`src/rtl/fifo_drain_serializer.sv`:
```
// fifo_drain_serializer
//   Drains a synchronous FIFO one word at a time and shifts each word out on
//   a single UART-style line: start bit (0), DATA_W data bits LSB first,
//   optional even-parity bit, stop bit (1). Every bit lasts CLKS_PER_BIT clks.
//
// Ports
//   clk           system clock, rising edge
//   rst_n         asynchronous active-low reset
//   ena           enable, only looked at while idle
//   fifo_empty    FIFO empty flag, only looked at while idle
//   fifo_rd_data  FIFO read data, valid the cycle after fifo_rd_en
//   fifo_rd_en    one-cycle pop strobe per word
//   tx_out        registered serial line, idles high
//   busy          high whenever a word is being fetched or sent
//   tx_done       one-cycle pulse in the idle cycle that follows a stop bit
//   word_count    completed frames, wraps modulo 2^CNT_W
module fifo_drain_serializer #(
   parameter int DATA_W       = 4,
   parameter int CLKS_PER_BIT = 4,
   parameter int PARITY_EN    = 0,
   parameter int CNT_W        = 8
) (
   input  logic              clk,
   input  logic              rst_n,
   input  logic              ena,
   input  logic              fifo_empty,
   input  logic [DATA_W-1:0] fifo_rd_data,
   output logic              fifo_rd_en,
   output logic              tx_out,
   output logic              busy,
   output logic              tx_done,
   output logic [CNT_W-1:0]  word_count
);

   // Counter widths stay at least one bit so CLKS_PER_BIT=1 / DATA_W=1 build.
   localparam int DIV_W = (CLKS_PER_BIT > 1) ? $clog2(CLKS_PER_BIT) : 1;
   localparam int BIT_W = (DATA_W > 1) ? $clog2(DATA_W) : 1;

   localparam logic [DIV_W-1:0] DIV_LAST = DIV_W'(CLKS_PER_BIT - 1);
   localparam logic [BIT_W-1:0] BIT_LAST = BIT_W'(DATA_W - 1);

   localparam logic [2:0] S_IDLE   = 3'd0;
   localparam logic [2:0] S_POP    = 3'd1;
   localparam logic [2:0] S_WAIT   = 3'd2;
   localparam logic [2:0] S_START  = 3'd3;
   localparam logic [2:0] S_DATA   = 3'd4;
   localparam logic [2:0] S_PARITY = 3'd5;
   localparam logic [2:0] S_STOP   = 3'd6;

   logic [2:0]        state;
   logic [DIV_W-1:0]  div_cnt;
   logic [BIT_W-1:0]  bit_cnt;
   logic [DATA_W-1:0] shreg;
   logic              par_bit;
   logic              bit_end;

   function automatic logic even_parity(input logic [DATA_W-1:0] word);
      return ^word;
   endfunction

   assign bit_end    = (div_cnt == DIV_LAST);
   assign fifo_rd_en = (state == S_POP);
   assign busy       = (state != S_IDLE);

   always_ff @(posedge clk or negedge rst_n) begin
      if (!rst_n) begin
         state      <= S_IDLE;
         div_cnt    <= '0;
         bit_cnt    <= '0;
         shreg      <= '0;
         par_bit    <= 1'b0;
         tx_out     <= 1'b1;
         tx_done    <= 1'b0;
         word_count <= '0;
      end else begin
         tx_done <= 1'b0;
         case (state)
            S_IDLE: begin
               if (ena && !fifo_empty) state <= S_POP;
            end
            S_POP: begin
               state <= S_WAIT;
            end
            // Read data is valid now; parity is taken from the captured word
            // so later FIFO activity cannot disturb it.
            S_WAIT: begin
               shreg   <= fifo_rd_data;
               par_bit <= even_parity(fifo_rd_data);
               tx_out  <= 1'b0;
               div_cnt <= '0;
               state   <= S_START;
            end
            S_START: begin
               if (bit_end) begin
                  div_cnt <= '0;
                  bit_cnt <= '0;
                  tx_out  <= shreg[0];
                  shreg   <= shreg >> 1;
                  state   <= S_DATA;
               end else begin
                  div_cnt <= div_cnt + DIV_W'(1);
               end
            end
            S_DATA: begin
               if (bit_end) begin
                  div_cnt <= '0;
                  if (bit_cnt == BIT_LAST) begin
                     if (PARITY_EN != 0) begin
                        tx_out <= par_bit;
                        state  <= S_PARITY;
                     end else begin
                        tx_out <= 1'b1;
                        state  <= S_STOP;
                     end
                  end else begin
                     tx_out  <= shreg[0];
                     shreg   <= shreg >> 1;
                     bit_cnt <= bit_cnt + BIT_W'(1);
                  end
               end else begin
                  div_cnt <= div_cnt + DIV_W'(1);
               end
            end
            S_PARITY: begin
               if (bit_end) begin
                  div_cnt <= '0;
                  tx_out  <= 1'b1;
                  state   <= S_STOP;
               end else begin
                  div_cnt <= div_cnt + DIV_W'(1);
               end
            end
            S_STOP: begin
               if (bit_end) begin
                  div_cnt    <= '0;
                  tx_done    <= 1'b1;
                  word_count <= word_count + CNT_W'(1);
                  state      <= S_IDLE;
               end else begin
                  div_cnt <= div_cnt + DIV_W'(1);
               end
            end
            default: begin
               state   <= S_IDLE;
               div_cnt <= '0;
               tx_out  <= 1'b1;
            end
         endcase
      end
   end

endmodule

```
`config.mk`:
```
export PLATFORM = sky130hd
export DESIGN_NAME = fifo_drain_serializer
export DESIGN_NICKNAME = d
export VERILOG_FILES = /design/src/rtl/fifo_drain_serializer.sv
export SDC_FILE = /design/constraint.sdc
export NUM_CORES = 1
export LEC_CHECK = 0
export BUFFER_PORTS_ARGS = -buffer_cell sky130_fd_sc_hd__buf_2
export CORE_MARGIN = 2
export CORE_UTILIZATION = 44
export CTS_CLUSTER_SIZE = 10
export DETAILED_ROUTE_END_ITERATION = 7
export MAX_ROUTING_LAYER = met4
export PLACE_DENSITY = 0.62
export SYNTH_ARGS = -nofsm -noshare
export SYNTH_HDL_FRONTEND = slang
export SYNTH_SLANG_ARGS = --single-unit
```
`constraint.sdc`:
```
create_clock -name clk -period 1.9 [get_ports clk]
set_clock_uncertainty 0.05 [all_clocks]
set_input_delay 0.095 -clock clk [delete_from_list [all_inputs] [get_ports clk]]
set_output_delay 0.095 -clock clk [all_outputs]
set_load 0.02 [all_outputs]
```
* Word-level counts from Yosys, hierarchy flattened
Cells that the tools add are included.
** Operators by class
- Bitwise logic cells :: 1
- $mul :: 0
- Mux-type cells :: 24
- Magnitude comparators :: 0
- Add/subtract/negate cells :: 3
- Div/mod/pow operators :: 0
- Shifts and indexed selects :: 0
- Equal/unequal tests :: 15
- Reductions and logical operators :: 14
** Operator list (number)
- 3-bit one-hot mux with 7 select lines :: 1
- 3-bit 2-to-1 mux :: 6
- 2-bit inequality test, second input constant :: 7
- 4-bit 2-to-1 mux :: 3
- 4-bit one-hot mux with 3 select lines :: 1
- 4-bit AND reduction :: 3
- 3-bit equality test, second input constant :: 3
- 8-bit by 1-bit adder with 8-bit output, second input constant :: 1
- 2-bit 2-to-1 mux :: 4
- 2-bit one-hot mux with 2 select lines :: 2
- 3-bit by 2-bit equality test with 1-bit output, second input constant :: 2
- 1-bit 2-to-1 mux :: 6
- 6-bit AND reduction :: 1
- 3-bit nonzero test :: 2
- 1-bit one-hot mux with 5 select lines :: 1
- 2-bit by 1-bit adder with 2-bit output, second input constant :: 2
- 2-bit equality test, second input constant :: 2
- 4-bit OR reduction :: 1
- 3-bit by 1-bit equality test with 1-bit output, second input constant :: 1
- 3-bit zero test :: 1
- 3-bit OR reduction :: 1
- 2-bit AND reduction :: 1
- 2-bit nonzero test :: 1
- 2-bit OR reduction :: 1
- other kinds (3) :: 3
** Storage, ports and cells
- Input port bits :: 8
- Memories kept :: 0
- Logic and storage cells :: 64
- Latch bits :: 0
- Register bits :: 21
- Memory bits (writable) :: 0
- Bits in read-only memories :: 0

* Logic depth before layout (Yosys ltp)
- Depth after elaboration :: 4
- Mapped depth :: 5
- Depth with buffers taken out :: 5

* Worst setup path after synthesis
Ideal clock, no wire load.
- Path kind :: flip-flop to flip-flop
- Start :: register bit_cnt[0]
- End :: register shreg[0]
- Stages on the path, launching flop included :: 5
- Setup slack :: 0.354 ns
- Data required time :: 1.717 ns
- Arrival :: 1.363 ns
- Buffers on the path :: 0
- Cell sequence :: dfrtp_1 -> ha_1 -> or4b_4 -> o221ai_1 -> o31ai_1
** Between the ends
- Cells in the longest elaborated chain, start to end :: 3
** Ends and longest elaborated chain
- start, declared :: line 52 : logic [BIT_W-1:0] bit_cnt;
- start signal, assigned :: line 118 : bit_cnt <= bit_cnt + BIT_W'(1);
- 2-bit equality test :: line 107 : if (bit_cnt == BIT_LAST) begin
- 2-bit inequality test (no source line)
- 4-bit AND reduction (no source line)
- end signal, assigned :: line 87 : shreg <= fifo_rd_data;
- end signal, assigned :: line 98 : shreg <= shreg >> 1;
- end signal, assigned :: line 117 : shreg <= shreg >> 1;
- end, declared :: line 53 : logic [DATA_W-1:0] shreg;
No other way between the ends.
A chain may end at the register's enable or synchronous reset.

* Final worst setup path
- Start :: register state[1]
- End :: output port busy
** Between the ends
- Cells in the longest elaborated chain, start to end :: 1
** Ends and longest elaborated chain
- start, declared :: line 50 : logic [2:0] state;
- start signal, assigned :: line 67 : state <= S_IDLE;
- start signal, assigned :: line 79 : if (ena && !fifo_empty) state <= S_POP;
- start signal, assigned :: line 82 : state <= S_WAIT;
- 3-bit nonzero test :: line 63 : assign busy = (state != S_IDLE);
- end, declared :: line 30 : output logic busy,
No other way between the ends.

==> results.json <==
{
  "status": "finished clean",
  "ctsLongestPathBuffers": 2,
  "drv_slew": 0,
  "most-common-layout-cells": "20 x dfrtp_1, 19 x buf_2, 8 x nor2_1",
  "fin_ws_ns": 0.128,
  "antenna_found_initial": 0,
  "die_area_um2": 3270,
  "ant_nets": 0,
  "grt_pass1_vias": 950,
  "timing.fmax_mhz": 564,
  "cp_num_buf_inv": 2,
  "drive_above_1_share": 0.220,
  "synth_seq_cells": 21,
  "cts-resized-gates": 0,
  "numPortBuffers": 19,
  "synth_edf_count": 0,
  "critPathLaunch": "state[1]$_DFFE_PN0P_",
  "slew_headroom": 0.679,
  "dr.pass1.iters": 4,
  "p_sw_w": 0.000780,
  "critPathLaunchType": "flop",
  "max_stage_delay_ns": 0.53,
  "netlist_instances": 121,
  "cts_tree": "yes",
  "wire_per_inst_um": 14.4,
  "cap_violations": 0,
  "rows": 19,
  "synthesis.area_um2": 1240,
  "pwr-share-seq": 0.397,
  "top_level_ports": 20,
  "h-tree-depth": 1,
  "drc_errors": 0,
  "grt_pass1_wl_mm": 4.15,
  "n_antenna_cell": 0,
  "die_x_um": 57.2,
  "areaGrowthSynthToFinish_pct": 11.8,
  "cts_sinks": 21,
  "ir_drop_mv": 0.900,
  "slowest_stage": "dfrtp_1",
  "crit_arrival_ns": 1.63,
  "drt_wl_total_mm": 2.47,
  "power.density_nw_per_um2": 1340,
  "rsz0062_at_grt": "no",
  "p_int_w": 0.00109,
  "yosys_warnings": 0,
  "synth_cell_types": 41,
  "vias": 986,
  "async_reset_ff_frac": 1.00,
  "hold_start": "fifo_empty",
  "start_util": 0.459,
  "post_cts_buffers": 0,
  "criticalPathCategory": "reg -> out",
  "grt_max_degree": 22,
  "clk-insertion-delay-late_ns": 0.30,
  "critPathCaptureType": "output port",
  "synth_ff_type": "dfrtp_1",
  "switching_share": 0.418,
  "cellLeakagePower_nw": 0.657,
  "die_h_um": 57.2,
  "crit_fanout": 19,
  "required_ns": 1.75,
  "yosysSeqAreaShare": 0.423,
  "crit_family": "flip-flops",
  "setup_viol": 0,
  "post-dp-hpwl_mm": 1.83,
  "grt-ovfl-total": 0,
  "tightest_slew_ns": 0.481,
  "viasPerCell": 5.73,
  "pwr-share-clk": 0.117,
  "synth_nets": 132,
  "drtIter0Drc": 18,
  "hold_class": "in -> reg",
  "layout_commonest_cell": "dfrtp_1",
  "fin_crit_ns": 1.77,
  "numCtsBuffers": 3,
  "place_ws_ns": 0.237,
  "root_buffer": "clkbuf_4",
  "core_area_um2": 2710,
  "fin_nets": 153,
  "place_congestion": 0.810,
  "grt_usage": 0.163,
  "setup_tns_ns": 0,
  "finalHoldViolCount": 0,
  "p_comb_frac": 0.486,
  "r2r-start": "div_cnt[0]$_DFFE_PN0N_",
  "synth_area_per_cell_um2": 10.3,
  "finalCritPeriodShare": 0.932,
  "path_cells": "buf_4, or3_1, buf_2",
  "path_clk_slew_ns": 0.12
}
-- sequential cells by signal, summed over array words and instances, names as in the netlist --
signal	flops
div_cnt	2
shreg	4
word_count	8
tx_done	1
state	3
bit_cnt	2
tx_out	1
-- synth_stat cells, types with 2 or more instances --
cell type  count  area share
o221ai_1       4       0.028
o32ai_1        3       0.021
o31ai_1        4       0.024
inv_1          4       0.012
nand2b_1       2       0.010
xnor2_1        4       0.028
nor3b_1        4       0.024
xor2_1         3       0.021
buf_2          4       0.016
nor2_1         8       0.024
mux2_1         2       0.018
o21ai_0        6       0.024
nor2b_1        5       0.025
dfrtp_1       20        0.40
nor4_1         2       0.010
nand2_1        7       0.021
buf_6          3       0.027
clkbuf_1       2      0.0060
a22o_1         2       0.014
a21oi_1        4       0.016
nand4_1        2       0.010
ha_1           3       0.030
mux2i_1        2       0.016
o21a_1         3       0.018
nand3b_1       2       0.012
-- final cells by class --
| cell class | instances | area [um2] |
|---|---|---|
| Sequential cell | 21 | 527 |
| Fill cell | 273 | 1320 |
| Inverter | 4 | 15.0 |
| Multi-Input combinational cell | 87 | 642 |
| Tap cell | 31 | 38.8 |
| Timing Repair Buffer | 25 | 143 |
| Clock buffer | 4 | 26.3 |
-- per-stage QoR --
stage | hold slack (ns) | util | power, W | instances | cell area, um2
floorplan | -0.251 | - | 0.00147 | 121 | 1240
global placement | 0.0280 | 0.500 | 0.00162 | 167 | 1360
detailed placement | 0.0330 | 0.500 | 0.00165 | 167 | 1360
CTS | 0.0676 | 0.513 | 0.00187 | 172 | 1390
global route | 0.0957 | 0.513 | 0.00199 | 172 | 1390
finish | 0.0647 | 0.513 | 0.00187 | 172 | 1390
-- worst paths after layout --
check | cells past startpoint | slack, ns | endpoint
setup / recovery | 3 | 0.13 | busy
hold / removal | 4 | 0.06 | state[0]$_DFFE_PN0P_
setup reg to reg | 4 | 0.20 | shreg[0]$_DFFE_PN0P_
hold reg to reg | 1 | 0.43 | word_count[7]$_DFFE_PN0P_
max in group asynchronous | 2 | 1.22 | tx_out$_DFFE_PN1P_
min in group asynchronous | 2 | 0.23 | word_count[2]$_DFFE_PN0P_
-- routing by layer --
layer	track usage	vias up	share of wire
met3	0.0204	4	0.034
met4	0.0498	0	0.010
met2	0.266	19	0.49
li1	-	482	-
met1	0.214	481	0.47
met5	-	-	0
-- repair_timing --
item / 4_1_cts / 5_1_grt
setup endpoints to repair: 0 / 0
hold buffers: 1 / 0
hold endpoints to repair: 20 / 0
-- power groups by stage --
stage | clock (W) | combinational [W] | sequential, W
2_1_floorplan | 0 | 0.000802 | 0.000664
6_report | 0.000218 | 0.000908 | 0.000741
4_1_cts | 0.000223 | 0.000909 | 0.000738
3_5_place_dp | 0 | 0.000902 | 0.000747
5_1_grt | 0.000233 | 0.00100 | 0.000760
3_3_place_gp | 0 | 0.000882 | 0.000742
-- kinds of logic after synthesis --
logic type | Yosys count | synth area share
AO/OA/AOI/OAI | 31 | 0.176
XOR/XNOR | 7 | 0.0492
adder cells (fa/ha/maj) | 3 | 0.0302
buffers and inverters | 13 | 0.0613
flip-flops | 21 | 0.423
multiplexers | 4 | 0.0342
AND/OR/NAND/NOR | 42 | 0.226
-- worst reg2reg max path, stage by stage, from the launching register on --
cell and delay [ns]:
dfrtp_1 0.42, ha_1 0.31, nor2b_1 0.29, a2bb2oi_1 0.37, o31ai_1 0.14
(Power assumes the default switching activity.)
